**src/rtl/mem_access_unit.sv**
```systemverilog
// Memory-access stage: runs the dmem req/ack handshake, aligns store lanes
// and extends load data, delivering one write-back beat per instruction.
module mem_access_unit #(
    parameter int unsigned ACK_TIMEOUT = 255
) (
    input  logic        clk,
    input  logic        rst_n,
    input  logic        ex_valid,
    output logic        ex_ready,
    input  logic [31:0] ex_alu_out,
    input  logic [31:0] ex_rs2_data,
    input  logic        ex_mem_read,
    input  logic        ex_mem_write,
    input  logic [2:0]  ex_funct3,
    input  logic [4:0]  ex_rd,
    input  logic        ex_reg_write,
    output logic        dmem_req,
    output logic        dmem_we,
    output logic [31:0] dmem_addr,
    output logic [3:0]  dmem_be,
    output logic [31:0] dmem_wdata,
    input  logic        dmem_ack,
    input  logic [31:0] dmem_rdata,
    output logic        wb_valid,
    output logic [31:0] wb_data,
    output logic [4:0]  wb_rd,
    output logic        wb_reg_write,
    output logic [1:0]  wb_exc
);

    localparam int CW = (ACK_TIMEOUT < 2) ? 1 : $clog2(ACK_TIMEOUT + 1);

    typedef enum logic {IDLE, WAIT} state_t;

    state_t        state_q;
    logic [CW-1:0] cnt_q;
    logic [CW-1:0] cnt_d;
    logic [1:0]    off_q;
    logic [2:0]    f3_q;
    logic [4:0]    rd_q;
    logic          rw_q;

    logic          is_mem;
    logic          is_load;
    logic          legal;
    logic          misal;
    logic          timeout;
    logic [3:0]    be_d;
    logic [31:0]   wdata_d;
    logic [31:0]   shifted;
    logic [15:0]   half;
    logic [31:0]   load_data;

    assign ex_ready = (state_q == IDLE);
    assign is_mem   = ex_mem_read | ex_mem_write;
    // A read-and-write instruction is handled as a load.
    assign is_load  = ex_mem_read;
    assign cnt_d    = cnt_q + 1'b1;
    assign timeout  = (ACK_TIMEOUT != 0) && (cnt_d == CW'(ACK_TIMEOUT));

    always_comb begin
        legal = 1'b0;
        case (ex_funct3)
            3'd0, 3'd1, 3'd2: legal = 1'b1;
            3'd4, 3'd5:       legal = is_load;
            default:          legal = 1'b0;
        endcase
        misal = ((ex_funct3[1:0] == 2'd1) && ex_alu_out[0]) ||
                ((ex_funct3[1:0] == 2'd2) && (ex_alu_out[1:0] != 2'b00));
    end

    always_comb begin
        be_d    = 4'b1111;
        wdata_d = ex_rs2_data;
        if (!is_load) begin
            case (ex_funct3[1:0])
                2'd0: begin
                    be_d    = 4'b0001 << ex_alu_out[1:0];
                    wdata_d = {4{ex_rs2_data[7:0]}};
                end
                2'd1: begin
                    be_d    = ex_alu_out[1] ? 4'b1100 : 4'b0011;
                    wdata_d = {2{ex_rs2_data[15:0]}};
                end
                default: begin
                    be_d    = 4'b1111;
                    wdata_d = ex_rs2_data;
                end
            endcase
        end
    end

    always_comb begin
        shifted = dmem_rdata >> {off_q, 3'b000};
        half    = off_q[1] ? dmem_rdata[31:16] : dmem_rdata[15:0];
        case (f3_q)
            3'd0:    load_data = {{24{shifted[7]}}, shifted[7:0]};
            3'd4:    load_data = {24'd0, shifted[7:0]};
            3'd1:    load_data = {{16{half[15]}}, half};
            3'd5:    load_data = {16'd0, half};
            default: load_data = dmem_rdata;
        endcase
    end

    always_ff @(posedge clk or negedge rst_n) begin
        if (!rst_n) begin
            state_q      <= IDLE;
            cnt_q        <= '0;
            off_q        <= '0;
            f3_q         <= '0;
            rd_q         <= '0;
            rw_q         <= 1'b0;
            dmem_req     <= 1'b0;
            dmem_we      <= 1'b0;
            dmem_addr    <= '0;
            dmem_be      <= '0;
            dmem_wdata   <= '0;
            wb_valid     <= 1'b0;
            wb_data      <= '0;
            wb_rd        <= '0;
            wb_reg_write <= 1'b0;
            wb_exc       <= '0;
        end else begin
            wb_valid <= 1'b0;
            case (state_q)
                IDLE: begin
                    if (ex_valid) begin
                        cnt_q <= '0;
                        if (!is_mem) begin
                            wb_valid     <= 1'b1;
                            wb_data      <= ex_alu_out;
                            wb_rd        <= ex_rd;
                            wb_reg_write <= ex_reg_write;
                            wb_exc       <= 2'd0;
                        end else if (!legal || misal) begin
                            wb_valid     <= 1'b1;
                            wb_data      <= ex_alu_out;
                            wb_rd        <= ex_rd;
                            wb_reg_write <= 1'b0;
                            wb_exc       <= legal ? 2'd1 : 2'd3;
                        end else begin
                            dmem_req   <= 1'b1;
                            dmem_we    <= ~is_load;
                            dmem_addr  <= {ex_alu_out[31:2], 2'b00};
                            dmem_be    <= be_d;
                            dmem_wdata <= wdata_d;
                            off_q      <= ex_alu_out[1:0];
                            f3_q       <= ex_funct3;
                            rd_q       <= ex_rd;
                            rw_q       <= ex_reg_write;
                            state_q    <= WAIT;
                        end
                    end
                end
                WAIT: begin
                    // Ack is checked first so an ack on the limit cycle wins.
                    if (dmem_ack) begin
                        dmem_req     <= 1'b0;
                        state_q      <= IDLE;
                        wb_valid     <= 1'b1;
                        wb_rd        <= rd_q;
                        wb_exc       <= 2'd0;
                        wb_data      <= dmem_we ? 32'd0 : load_data;
                        wb_reg_write <= dmem_we ? 1'b0 : rw_q;
                    end else if (timeout) begin
                        dmem_req     <= 1'b0;
                        state_q      <= IDLE;
                        wb_valid     <= 1'b1;
                        wb_rd        <= rd_q;
                        wb_exc       <= 2'd2;
                        wb_reg_write <= 1'b0;
                    end else begin
                        cnt_q <= cnt_d;
                    end
                end
                default: state_q <= IDLE;
            endcase
        end
    end

endmodule
```
**config.mk**
```make
export PLATFORM = sky130hd
export DESIGN_NAME = mem_access_unit
export DESIGN_NICKNAME = d
export VERILOG_FILES = /design/src/rtl/mem_access_unit.sv
export SDC_FILE = /design/constraint.sdc
export NUM_CORES = 1
export LEC_CHECK = 0
export BUFFER_PORTS_ARGS = -buffer_cell sky130_fd_sc_hd__clkbuf_2
export CAP_MARGIN = 40
export CORE_ASPECT_RATIO = 0.5
export CORE_MARGIN = 3
export CORE_UTILIZATION = 54
export CTS_CLUSTER_DIAMETER = 60
export DETAILED_ROUTE_END_ITERATION = 8
export GPL_ROUTABILITY_DRIVEN = 0
export PLACE_DENSITY = 0.85
export SLEW_MARGIN = 20
export SYNTH_ARGS = -nofsm -noshare
export SYNTH_HDL_FRONTEND = slang
export SYNTH_SLANG_ARGS = --single-unit
```
**constraint.sdc**
```tcl
create_clock -name clk -period 6.8 [get_ports clk]
set_clock_uncertainty 0.2 [all_clocks]
set_input_delay 0.34 -clock clk [delete_from_list [all_inputs] [get_ports clk]]
set_output_delay 0.34 -clock clk [all_outputs]
set_load 0.1 [all_outputs]
```
### Word-level counts from Yosys, hierarchy flattened

Index checks and enable logic that the tools add are counted.

| word-level totals | value |
|---|---|
| word-level logic and storage cells | 112 |
| memories kept | 0 |
| output and inout port bits | 112 |
| ROM bits | 0 |
| flip-flop bits (word level) | 129 |
| bits in latches | 0 |
| input port bits | 111 |
| RAM bits | 0 |

| cells by class | value |
|---|---|
| multiply operators | 0 |
| magnitude comparators | 0 |
| divide/modulo/power cells | 0 |
| bitwise operators | 4 |
| eq/ne operators | 18 |
| shift-type cells | 2 |
| reduce and logical (&&, ||, !) cells | 16 |
| add/sub/neg operators | 1 |
| mux-type cells | 55 |

Operator list:

| kind | count |
|---|---|
| $mux W32 | 6 |
| $pmux W32 S2 | 2 |
| $pmux W32 S4 | 1 |
| $shr A32 B5 Y8 | 1 |
| $mux W5 | 5 |
| $mux W8 | 3 |
| $mux W1 | 20 |
| $mux W16 | 1 |
| $pmux W8 S2 | 1 |
| $eq A3 B3 Y1 const B | 4 |
| $mux W2 | 6 |
| $ne A2 B2 Y1 const B | 5 |
| $pmux W1 S2 | 5 |
| $pmux W5 S2 | 1 |
| $reduce_and A3 Y1 | 3 |
| $add A8 B1 Y8 const B | 1 |
| $eq A8 B8 Y1 const B | 1 |
| $mux W4 | 2 |
| $pmux W4 S2 | 1 |
| $reduce_and A4 Y1 | 2 |
| $eq A3 B1 Y1 const B | 2 |
| $logic_not A3 Y1 | 2 |
| $ne A3 B2 Y1 const B | 2 |
| $pmux W2 S2 | 1 |
| 14 further kinds | 18 |

### Depth between registers and ports, before layout

Gate-level depths: netlist of run 1.

| depth | value |
|---|---|
| depth after elaboration | 9 |
| depth in mapped cells | 8 |

### Worst setup path before layout of run 1

No wires, ideal clock.

| path | value |
|---|---|
| path type | register -> register |
| start | reg state_q |
| end | reg state_q |
| path slack | 4,295 ps |
| library setup time | 184 ps |
| arrival | 2,121 ps |
| cell stages (with the launch flop) | 6 |
| required time | 6,416 ps |
| cells stage by stage | dfrtp_1 buf_2 clkinv_1 clkbuf_1 buf_1 o21ai_0 |

| on the way | value |
|---|---|
| longest elaborated chain between the ends | 2 |

Ends and longest elaborated chain:

| what | line | RTL |
|---|---|---|
| start, declared | 35 | `state_t state_q;` |
| start signal, assigned | 107 | `state_q <= IDLE;` |
| start signal, assigned | 151 | `state_q <= WAIT;` |
| start signal, assigned | 159 | `state_q <= IDLE;` |
| $not A1 Y1 (no source line) | - |  |
| named net ex_ready | 9 | `output logic ex_ready,` |
| $pmux W1 S2 | 125 | `case (state_q)` |

The timed path passes the listed nets, and every way through them passes these cells.
A chain may end at the register's enable or synchronous reset.

### Final worst setup path of run 1

| path | value |
|---|---|
| start | reg state_q |
| end | reg wb_rd[1] |

| on the way | value |
|---|---|
| longest elaborated chain between the ends | 3 |
| elaborated cells between the ends (all ways) | 6 |
| those cells by class | 3 x eq/ne; 1 x mux; 1 x bitwise; 1 x reduce/logical |

Ends and longest elaborated chain:

| what | line | RTL |
|---|---|---|
| $not A1 Y1 (no source line) | - |  |
| $ne A3 B2 Y1 (no source line) or $ne A2 B2 Y1 (tied branches) | - |  |
| $reduce_and A3 Y1 (no source line) | - |  |
| end signal, assigned | 132 | `wb_rd <= ex_rd;` |
| end signal, assigned | 138 | `wb_rd <= ex_rd;` |
| end signal, assigned | 161 | `wb_rd <= rd_q;` |
| end, declared | 26 | `output logic [4:0] wb_rd,` |

Parallel ways exist; a longest one is shown, timed or not.

==> run summary, run 1 <==
slowest stage cell on the critical path: dfrtp_1
gr ovfl total: 0
Netlist Area Pre-Place: 6285 µm²
Post-Syn Instances: 614
hold path depth: 2
PD cells: 486.4 nW/µm²
multi-input logic area: 2805 µm²
Synth cell types: 60
crit-path most repeated cell: buf_4
num rows: 27
Core ar.: 11,180 µm²
total number of vias: 6,015
CTS Buf Count: 17
DRT iter0 DRCs: 707
CP Class: flip-flop to flip-flop
# setup viols final: 0
CP Capture Type: flip-flop
total wire length: 19,390 µm
post-layout minimum cycle time: 3.093 ns
status: finished, final reports clean
vias in the first global route: 5,621
synthesized flop and latch total: 129
Slew @ Worst Pin: 0.6097 ns
Critical Path, Cell by Cell: clkinv_1, buf_16, buf_4, nand2_1, o21ai_4, buf_4, a21oi_1, a222oi_1
worst-path fanout max: 55
CTS tree: done
relative slew slack: 0.5912
Critical Path Max Stage Delay: 0.58 ns
top_reg_cell synth: dfrtp_1
I/O pin cnt: 223
worst skew pair latency: 0.41 ns
FF-to-FF setup slack: 3.71 ns
Syn-to-layout area delta: 35.38%
clock sink total: 129
fill count: 728
share of layout cells above drive strength 1: 0.3798
required time worst endpoint: 6.88 ns
Max-Cap Viols: 0
DIE HEIGHT: 82.29 µm
Max Fclk: 323.3 MHz
final antenna-violating net count: 0
ys async rst share: 1.000
Vias per Instance: 5.897
Post-synth EDFFs: 0
Max IR drop VDD: 0.0002647 V
Mapped Avg Cell Area: 10.24 µm²
Synth Warn #: 0
RSZ-0062 raised after global routing: no
CTS max path bufs: 2
leak pwr: 4.049 nW
CTS H-tree lvls: 4
First-pass DRT Iterations: 5
die area: 13,050 µm²
drt drc: 0
Worst-path clk slew: 0.06 ns
first-pass GRT wire length: 28,700 µm
Initial Utilization: 0.5620
FF+latch area: 3228 µm²
TNS Setup: 0 ns
Detail Placement HPWL: 13,090 µm
Tot GR Track Use: 0.2820
fin util: 0.7609
Final Hold Fails: 0
Setup crit start kind: flip-flop
Hold Crit Class: primary input to flip-flop
Die X: 158.6 µm
largest net degree at the start of global routing: 82
port buffer count: 220
Data arrival, critical path: 3.17 ns
ANT cells: 0
wire per inst: 19.01 µm
Slew Limit Fails: 0
R2R cell count: 8
post-CTS setup buffer count: 0
post-synthesis sequential area ratio: 0.5136
initial antenna violation count: 0
Root Buffer: clkbuf_16
Nets: 961
fin crit share: 0.4548
==> cells in the mapped netlist (all sizes together), types with 5 or more instances <==
master    n  area share
nor2     60       0.036
buf      16       0.013
nor2b    11       0.011
o31ai    17       0.022
o21a     10       0.012
inv      25       0.015
o221ai   12       0.017
clkbuf   25       0.015
o22ai    14       0.014
a211oi   10       0.012
nand3     6      0.0048
a31oi    16       0.016
nor3      7      0.0056
mux2     53       0.095
a222oi    5      0.0080
a21oi    26       0.021
dfrtp   129        0.51
a22oi    15       0.018
mux2i     8       0.013
o21ai    46       0.037
nand2    52       0.031
nand4     6      0.0060
==> timing repair <==
item,CTS,global route
hold buffers,25,0
hold endpoints to repair,86,0
gates resized for setup,0,0
==> layout make-up <==
type	instances	share of cell area
Inverter	27	0.01191
Clock inverter	13	0.02721
Timing Repair Buffer	255	0.1751
Sequential cell	129	0.3794
Clock buffer	19	0.05324
Multi-Input combinational cell	418	0.3297
Tap cell	159	0.02338
==> cell families after synthesis <==
kind of cell | after synthesis | synth area share
AOI/OAI and AO/OA | 189 | 0.2049
xor gates and xnor gates | 6 | 0.008361
adders and majority gates | 2 | 0.003981
buffers and inverters | 68 | 0.04439
DFF | 129 | 0.5136
muxes | 62 | 0.1113
other | 1 | 0.0005967
and+or+nand+nor | 157 | 0.1129
==> cell usage in the layout (no fill, tap or decap), types with 3 or more instances in the layout <==
cell / n
clkbuf_2: 219
buf_16: 3
nand4_1: 6
nand3_1: 6
nand2b_1: 3
dlygate4sd3_1: 25
a22oi_1: 15
a211oi_1: 10
mux2_2: 52
a31oi_1: 16
buf_4: 6
o31ai_1: 16
dfrtp_1: 129
o22ai_1: 14
o21a_1: 10
a21oi_1: 26
nand2_1: 51
mux2i_1: 8
and3_1: 3
nor3_1: 6
bufinv_16: 6
o221ai_1: 12
nor2_1: 60
o21ai_0: 45
inv_1: 25
a222oi_1: 5
xnor2_1: 4
nor2b_1: 11
clkbuf_16: 17
==> worst max-delay path: cells and delay by family (launching register included) <==
| kind | cells | cell delay [ns] |
|---|---|---|
| DFF | 1 | 0.58 |
| and+or+nand+nor | 1 | 0.22 |
| buffers and inverters | 4 | 1.19 |
| AOI/OAI and AO/OA | 3 | 0.78 |
==> metrics by stage <==
stage          total power, mW  instance area [µm²]  instances  setup slack [ns]  hold slack [ns]
2_1_floorplan            2.693                 6289        615             4.295          -0.1556
4_1_cts                  4.121                 8426       1017             3.275         0.001103
5_1_grt                  4.277                 8508       1020             3.520         0.002303
3_3_place_gp             3.017                 7471        957             3.402           0.1507
6_report                 4.139                 8508       1020             3.707          0.01214
3_5_place_dp             3.052                 7491        960             3.266           0.1591
==> final timing paths <==
check	startpoint	to
worst min register to register	dmem_wdata[9]	dmem_wdata[9]
max in group asynchronous	rst_n	dmem_wdata[10]
worst max-delay path	state_q	wb_rd[1]
worst max register to register	state_q	wb_rd[1]
min in group asynchronous	rst_n	dmem_addr[21]
worst min-delay path	ex_rs2_data[1]	dmem_wdata[1]
==> layer usage <==
layer	track usage	part of all wire	routed length, µm	up-vias
li1	-	-	-	2728
met1	0.3682	0.39	7616	2873
met2	0.4675	0.48	9348	360
met3	0.07236	0.095	1851	54
met4	0.09099	0.029	570	0
met5	0	0	0	-
==> state kept, by name (all words and copies together), names as in the netlist <==
register,cells
dmem_req,1
cnt_q,8
dmem_be,4
off_q,2
wb_reg_write,1
wb_data,32
wb_rd,5
rd_q,5
rw_q,1
dmem_we,1
wb_exc,2
wb_valid,1
dmem_wdata,32
f3_q,3
state_q,1
dmem_addr,30
==> report_power, final <==
| group | total, mW | switching, mW | internal (mW) |
|---|---|---|---|
| sequential | 1.10 | 0.140 | 0.962 |
| combinational | 1.98 | 1.65 | 0.332 |
| clock | 1.06 | 0.349 | 0.709 |
(Power assumes the default switching activity.)
==> run 2: changes to the inputs <==
CORE_UTILIZATION = 45   (was 54)
PLACE_DENSITY = 0.75   (was 0.85)
clock period = 2.6 ns   (was 6.8 ns; I/O delays follow)
==> run 2 against run 1 <==
Compared with the run above:
- total power rose to 2.7 times the previous value
- register-to-register slack got worse by 3.5 ns
- clock power grew to 2.6 times the previous value
- non-clock buffer count up 100
- sequential power increased to 2.6 times the previous value
- combinational power increased to 2.7 times the previous value
- utilization shrank 3.8 points
- global-route usage about the same
- largest power group unchanged
==> run summary, run 2 (synthesis gave the netlist of run 1 again) <==
status: finished, final reports clean
FF+latch area: 3229 µm²
Clk pwr share: 0.251
Max Fclk: 408.9 MHz
worst slack at placement: 0.1372 ns
Tot GR Track Use: 0.2820
Syn-to-layout area delta: 51.16%
initial antenna violation count: 0
drt drc: 0
Setup crit start kind: primary input
Max-Cap Viols: 0
Root Buffer: clkbuf_16
num rows: 29
DRT iter0 DRCs: 489
clock sink total: 129
CP top delay family: buffers and inverters
most frequent cells in the layout: clkbuf_2 (218), dfrtp_1 (128), dlygate4sd3_1 (115), nor2_1 (60), mux2_2 (52)
ANT cells: 0
fin util: 0.7233
Initial Utilization: 0.4785
fin area: 9500 µm²
vias in the first global route: 6,519
Core ar.: 13,140 µm²
fin crit share: 0.9406
NetSw: 5.687 mW
Critical Path, Cell by Cell: dlygate4sd3_1, clkbuf_2, a21oi_1, o22a_2, nand2_4, buf_6, o31ai_1, dlygate4sd3_1
dpl cell area: 7640 µm²
worst-path fanout max: 67
FF-to-FF setup slack: 0.17 ns
CTS max path bufs: 2
CP Class: primary input to flip-flop
Crit Reg-Reg Endpoint: wb_reg_write
Pint: 5.339 mW
slowest stage cell on the critical path: dlygate4sd3_1
fill count: 903
relative slew slack: 0.6077
# setup viols final: 0
Comb power frac: 0.489
worst r2r src: cnt_q[0]
post-CTS setup buffer count: 0
top flop regs: dmem_wdata: 32 flops, wb_data: 32 flops, dmem_addr: 30 flops
Data arrival, critical path: 2.60 ns
Worst-path clk slew: 0.06 ns
Final Hold Fails: 0
final antenna-violating net count: 0
crit-path most repeated cell: dlygate4sd3_1
post-layout minimum cycle time: 2.446 ns
Levels on crit path: 8
multi-input logic area: 2833 µm²
Die X: 173.1 µm
switch share: 0.5157
PD cells: 1161 nW/µm²
First-pass DRT Iterations: 6
share of layout cells above drive strength 1: 0.3552
largest net degree at the start of global routing: 68
placed instance count: 1,000
Max IR drop VDD: 0.0006748 V
total number of vias: 6,450
commonest non-fill, non-tap cell in the layout: clkbuf_2
CP Capture Type: flip-flop
Slew Limit Fails: 0
required time worst endpoint: 2.75 ns
Critical Path Max Stage Delay: 0.57 ns
Layout Cells excl Fill: 1,146
TNS Setup: 0 ns
I/O pin cnt: 223
CTS tree: done
first-pass GRT wire length: 34,300 µm
CTS H-tree lvls: 4
WP buf/inv: 4
Reg power frac: 0.260
leak pwr: 4.464 nW
port buffer count: 220
worst skew pair latency: 0.41 ns
wire per inst: 19.13 µm
Min Hold Slack: 0.002486 ns
Critical path origin: ex_funct3[1]
gr ovfl total: 0
DIE HEIGHT: 89.57 µm
Slew @ Worst Pin: 0.5910 ns
Nets: 1,061
Vias per Instance: 5.628
PnR Total Power: 11.03 mW
CTS Buf Count: 17
crit path to: dmem_wdata[27]
Hold Crit Class: primary input to async pin
Detail Placement HPWL: 14,020 µm
die area: 15,510 µm²
total wire length: 21,920 µm
R2R cell count: 7
Setup WS post-layout: 0.1544 ns
-- run 2: changes by cell type in the layout (fill, tap and decap cells not counted), moves of 2 or more --
cell / delta
dlygate4sd3_1: +90
clkinvlp_4: -2
buf_4: +12
buf_16: -3
buf_6: +2
clkinv_4: +2
-- run 2: routing by layer --
layer / vias to the layer above / global-route usage / routed length (µm)
met1: 3103 / 0.3503 / 8916
li1: 2906 / - / -
met4: 0 / 0.09919 / 516
met5: - / 0 / 0
met2: 382 / 0.4930 / 10750
met3: 59 / 0.06997 / 1746
-- run 2: layout make-up --
class	instances	share of cell area
Sequential cell	129	0.3399
Clock buffer	18	0.04623
Clock inverter	13	0.02463
Timing Repair Buffer	355	0.2559
Multi-Input combinational cell	418	0.2982
Inverter	27	0.01067
Tap cell	186	0.02450
-- run 2: worst min path at each step --
stage | to | slack [ns] | cells after the start
6_report | rd_q[1] | 0.002 | 2
5_1_grt | dmem_be[1] | 0.03 | 4
4_1_cts | dmem_be[1] | 0.004 | 4
3_5_place_dp | rd_q[1] | -0.11 | 1
3_3_place_gp | rd_q[2] | -0.12 | 1
2_1_floorplan | cnt_q[0] | -0.37 | 0
-- run 2: power by group through the flow --
stage / Sequential (mW) / Clock (mW) / Combinational, mW
after floorplan: 6.14 / 0 / 0.907
after global placement: 2.84 / 0 / 5.12
after detailed placement: 2.87 / 0 / 5.17
after CTS: 2.84 / 2.77 / 5.34
after global routing: 2.92 / 2.88 / 5.59
final: 2.87 / 2.76 / 5.40
-- run 2: worst reg2reg max path: cells and delay by family, from the launching register on --
| family | cells | cell delay [ns] |
|---|---|---|
| muxes | 1 | 0.34 |
| buffers and inverters | 1 | 0.17 |
| DFF | 1 | 0.38 |
| adders and majority gates | 1 | 0.28 |
| AOI/OAI and AO/OA | 3 | 0.83 |
| and+or+nand+nor | 1 | 0.13 |
-- run 2: timing repair --
item | in CTS | in global routing
endpoints found under the hold margin | 251 | 0
hold buffers | 115 | 0
endpoints found under the setup margin | 0 | 16
gates resized for setup | 0 | 8
==> run 3: changes to the inputs <==
CORE_MARGIN = 2   (was 3)
==> run 3 against run 2 <==
Compared with the run above:
- routed wire length shrank 5.3%
- maximum frequency grew 0.31%
- non-clock buffer count grew 1
- flip-flop and latch count did not move
- register-to-register slack hardly changed
- critical path type is now flip-flop to flip-flop
- highest routed layer unchanged
==> run summary, run 3 (synthesis gave the netlist of run 1 again) <==
status: finished, final reports clean
Final Hold Fails: 0
Nets: 1,062
vias in the first global route: 6,482
worst skew pair latency: 0.41 ns
CP Class: flip-flop to flip-flop
Die X: 171.1 µm
leak pwr: 4.435 nW
fin crit share: 0.9378
post-layout minimum cycle time: 2.438 ns
# setup viols final: 0
fin util: 0.6961
Slew @ Worst Pin: 0.6643 ns
most frequent cells in the layout: clkbuf_2 (218), dfrtp_1 (128), dlygate4sd3_1 (117), nor2_1 (59), mux2_2 (52)
First-pass DRT Iterations: 7
CTS H-tree lvls: 4
largest net degree at the start of global routing: 60
Clk pwr share: 0.238
clock sink total: 129
CTS max path bufs: 2
worst-path fanout max: 7
Core ar.: 13,590 µm²
Max IR drop VDD: 0.0006699 V
commonest non-fill, non-tap cell in the layout: clkbuf_2
required time worst endpoint: 2.69 ns
Detail Placement HPWL: 13,390 µm
Setup crit start kind: flip-flop
total wire length: 20,770 µm
RSZ-0062 raised after global routing: no
CTS tree: done
DRT iter0 DRCs: 487
Data arrival, critical path: 2.52 ns
share of layout cells above drive strength 1: 0.3528
Reg power frac: 0.263
Comb power frac: 0.498
total number of vias: 6,358
Critical Path Max Stage Delay: 0.42 ns
Slew Limit Fails: 0
drt drc: 0
num rows: 30
Worst-path clk slew: 0.06 ns
die area: 14,990 µm²
port buffer count: 220
top flop regs: dmem_wdata: 32 flops, wb_data: 32 flops, dmem_addr: 30 flops
post-CTS setup buffer count: 0
Initial Utilization: 0.4625
TNS Setup: 0 ns
Max-Cap Viols: 0
CTS Buf Count: 17
relative slew slack: 0.5559
ANT cells: 0
Pint: 5.138 mW
Critical Path, Cell by Cell: buf_4, ha_1, nor2b_1, o21ai_0, a2bb2o_1, o31ai_4, mux2_1
Max Fclk: 410.1 MHz
Root Buffer: clkbuf_16
Vias per Instance: 5.514
switch share: 0.5242
I/O pin cnt: 223
PD cells: 1142 nW/µm²
CP Capture Type: flip-flop
gr ovfl total: 0
wire per inst: 18.01 µm
Syn-to-layout area delta: 50.51%
final antenna-violating net count: 0
DIE HEIGHT: 87.57 µm
slowest stage cell on the critical path: a2bb2o_1
initial antenna violation count: 0
Tot GR Track Use: 0.2805
NetSw: 5.661 mW
first-pass GRT wire length: 32,730 µm
Hold Crit Class: primary input to flip-flop
-- run 3: cell types whose count changed in the layout (fill, tap and decap cells not counted), sizes merged --
cell         previous run  this run
buf                    22        21
bufinv                  6         4
clkbuf                236       235
clkinv                  8         4
clkinvlp                0         3
dlygate4sd3           115       117
inv                    26        30
-- run 3: what timing repair did --
| item | in CTS | in global routing |
|---|---|---|
| resized for setup | 0 | 6 |
| hold buffers | 117 | 0 |
| endpoints found under the hold margin | 176 | 0 |
| endpoints found under the setup margin | 0 | 13 |
-- run 3: final timing paths --
check / start / end / slack (ns) / depth (start not counted)
setup / recovery: cnt_q[0] / wb_reg_write / 0.16 / 7
hold / removal: ex_funct3[0] / wb_exc[1] / 0.03 / 4
setup reg to reg: cnt_q[0] / wb_reg_write / 0.16 / 7
hold reg to reg: dmem_be[3] / dmem_be[3] / 0.28 / 1
max in group asynchronous: rst_n / dmem_wdata[10] / 1.41 / 3
min in group asynchronous: rst_n / rd_q[0] / 0.08 / 2
-- run 3: layout make-up --
cell class,count,area [µm²]
sequential,129,3229
clock inverter,14,203.9
multi-input combinational,418,2815
timing repair buffer,356,2444
tap,192,240.2
inverter,27,101.3
clock buffer,17,425.4
fill,996,4129
-- run 3: critical path, delay by kind of cell, from the launching register on --
kind                     cells  cell delay [ns]
AND/OR/NAND/NOR              1             0.14
flip-flops                   1             0.37
adder cells (fa/ha/maj)      1             0.28
AO/OA/AOI/OAI                3             0.82
buffers and inverters        1             0.16
multiplexers                 1             0.35
-- run 3: power groups by stage --
stage	Sequential (mW)	Combinational, mW	Clock, mW
floorplan	6.14	0.907	0
CTS	2.83	5.35	2.59
global route	2.90	5.59	2.68
detailed placement	2.86	5.17	0
finish	2.85	5.38	2.57
global placement	2.84	5.12	0
-- run 3: stage by stage --
stage	setup slack, ns	cell area (µm²)	std cells	hold slack (ns)	total power, mW
5_1_grt	0.06610	9459	1153	0.05695	11.17
2_1_floorplan	0.09478	6289	615	-0.3656	7.042
6_report	0.1618	9459	1153	0.03112	10.80
3_5_place_dp	0.1013	7640	1005	-0.04409	8.029
4_1_cts	0.05990	9440	1153	0.01702	10.77
3_3_place_gp	0.2231	7640	1005	-0.05320	7.957
-- run 3: metal layers --
layer  track usage  up-vias  routed length, µm
li1              -     2921                  -
met1        0.3504     3112               8720
met2        0.4974      284              10320
met3       0.05287       41               1362
met4       0.09784        0                365
met5             0        -                  0
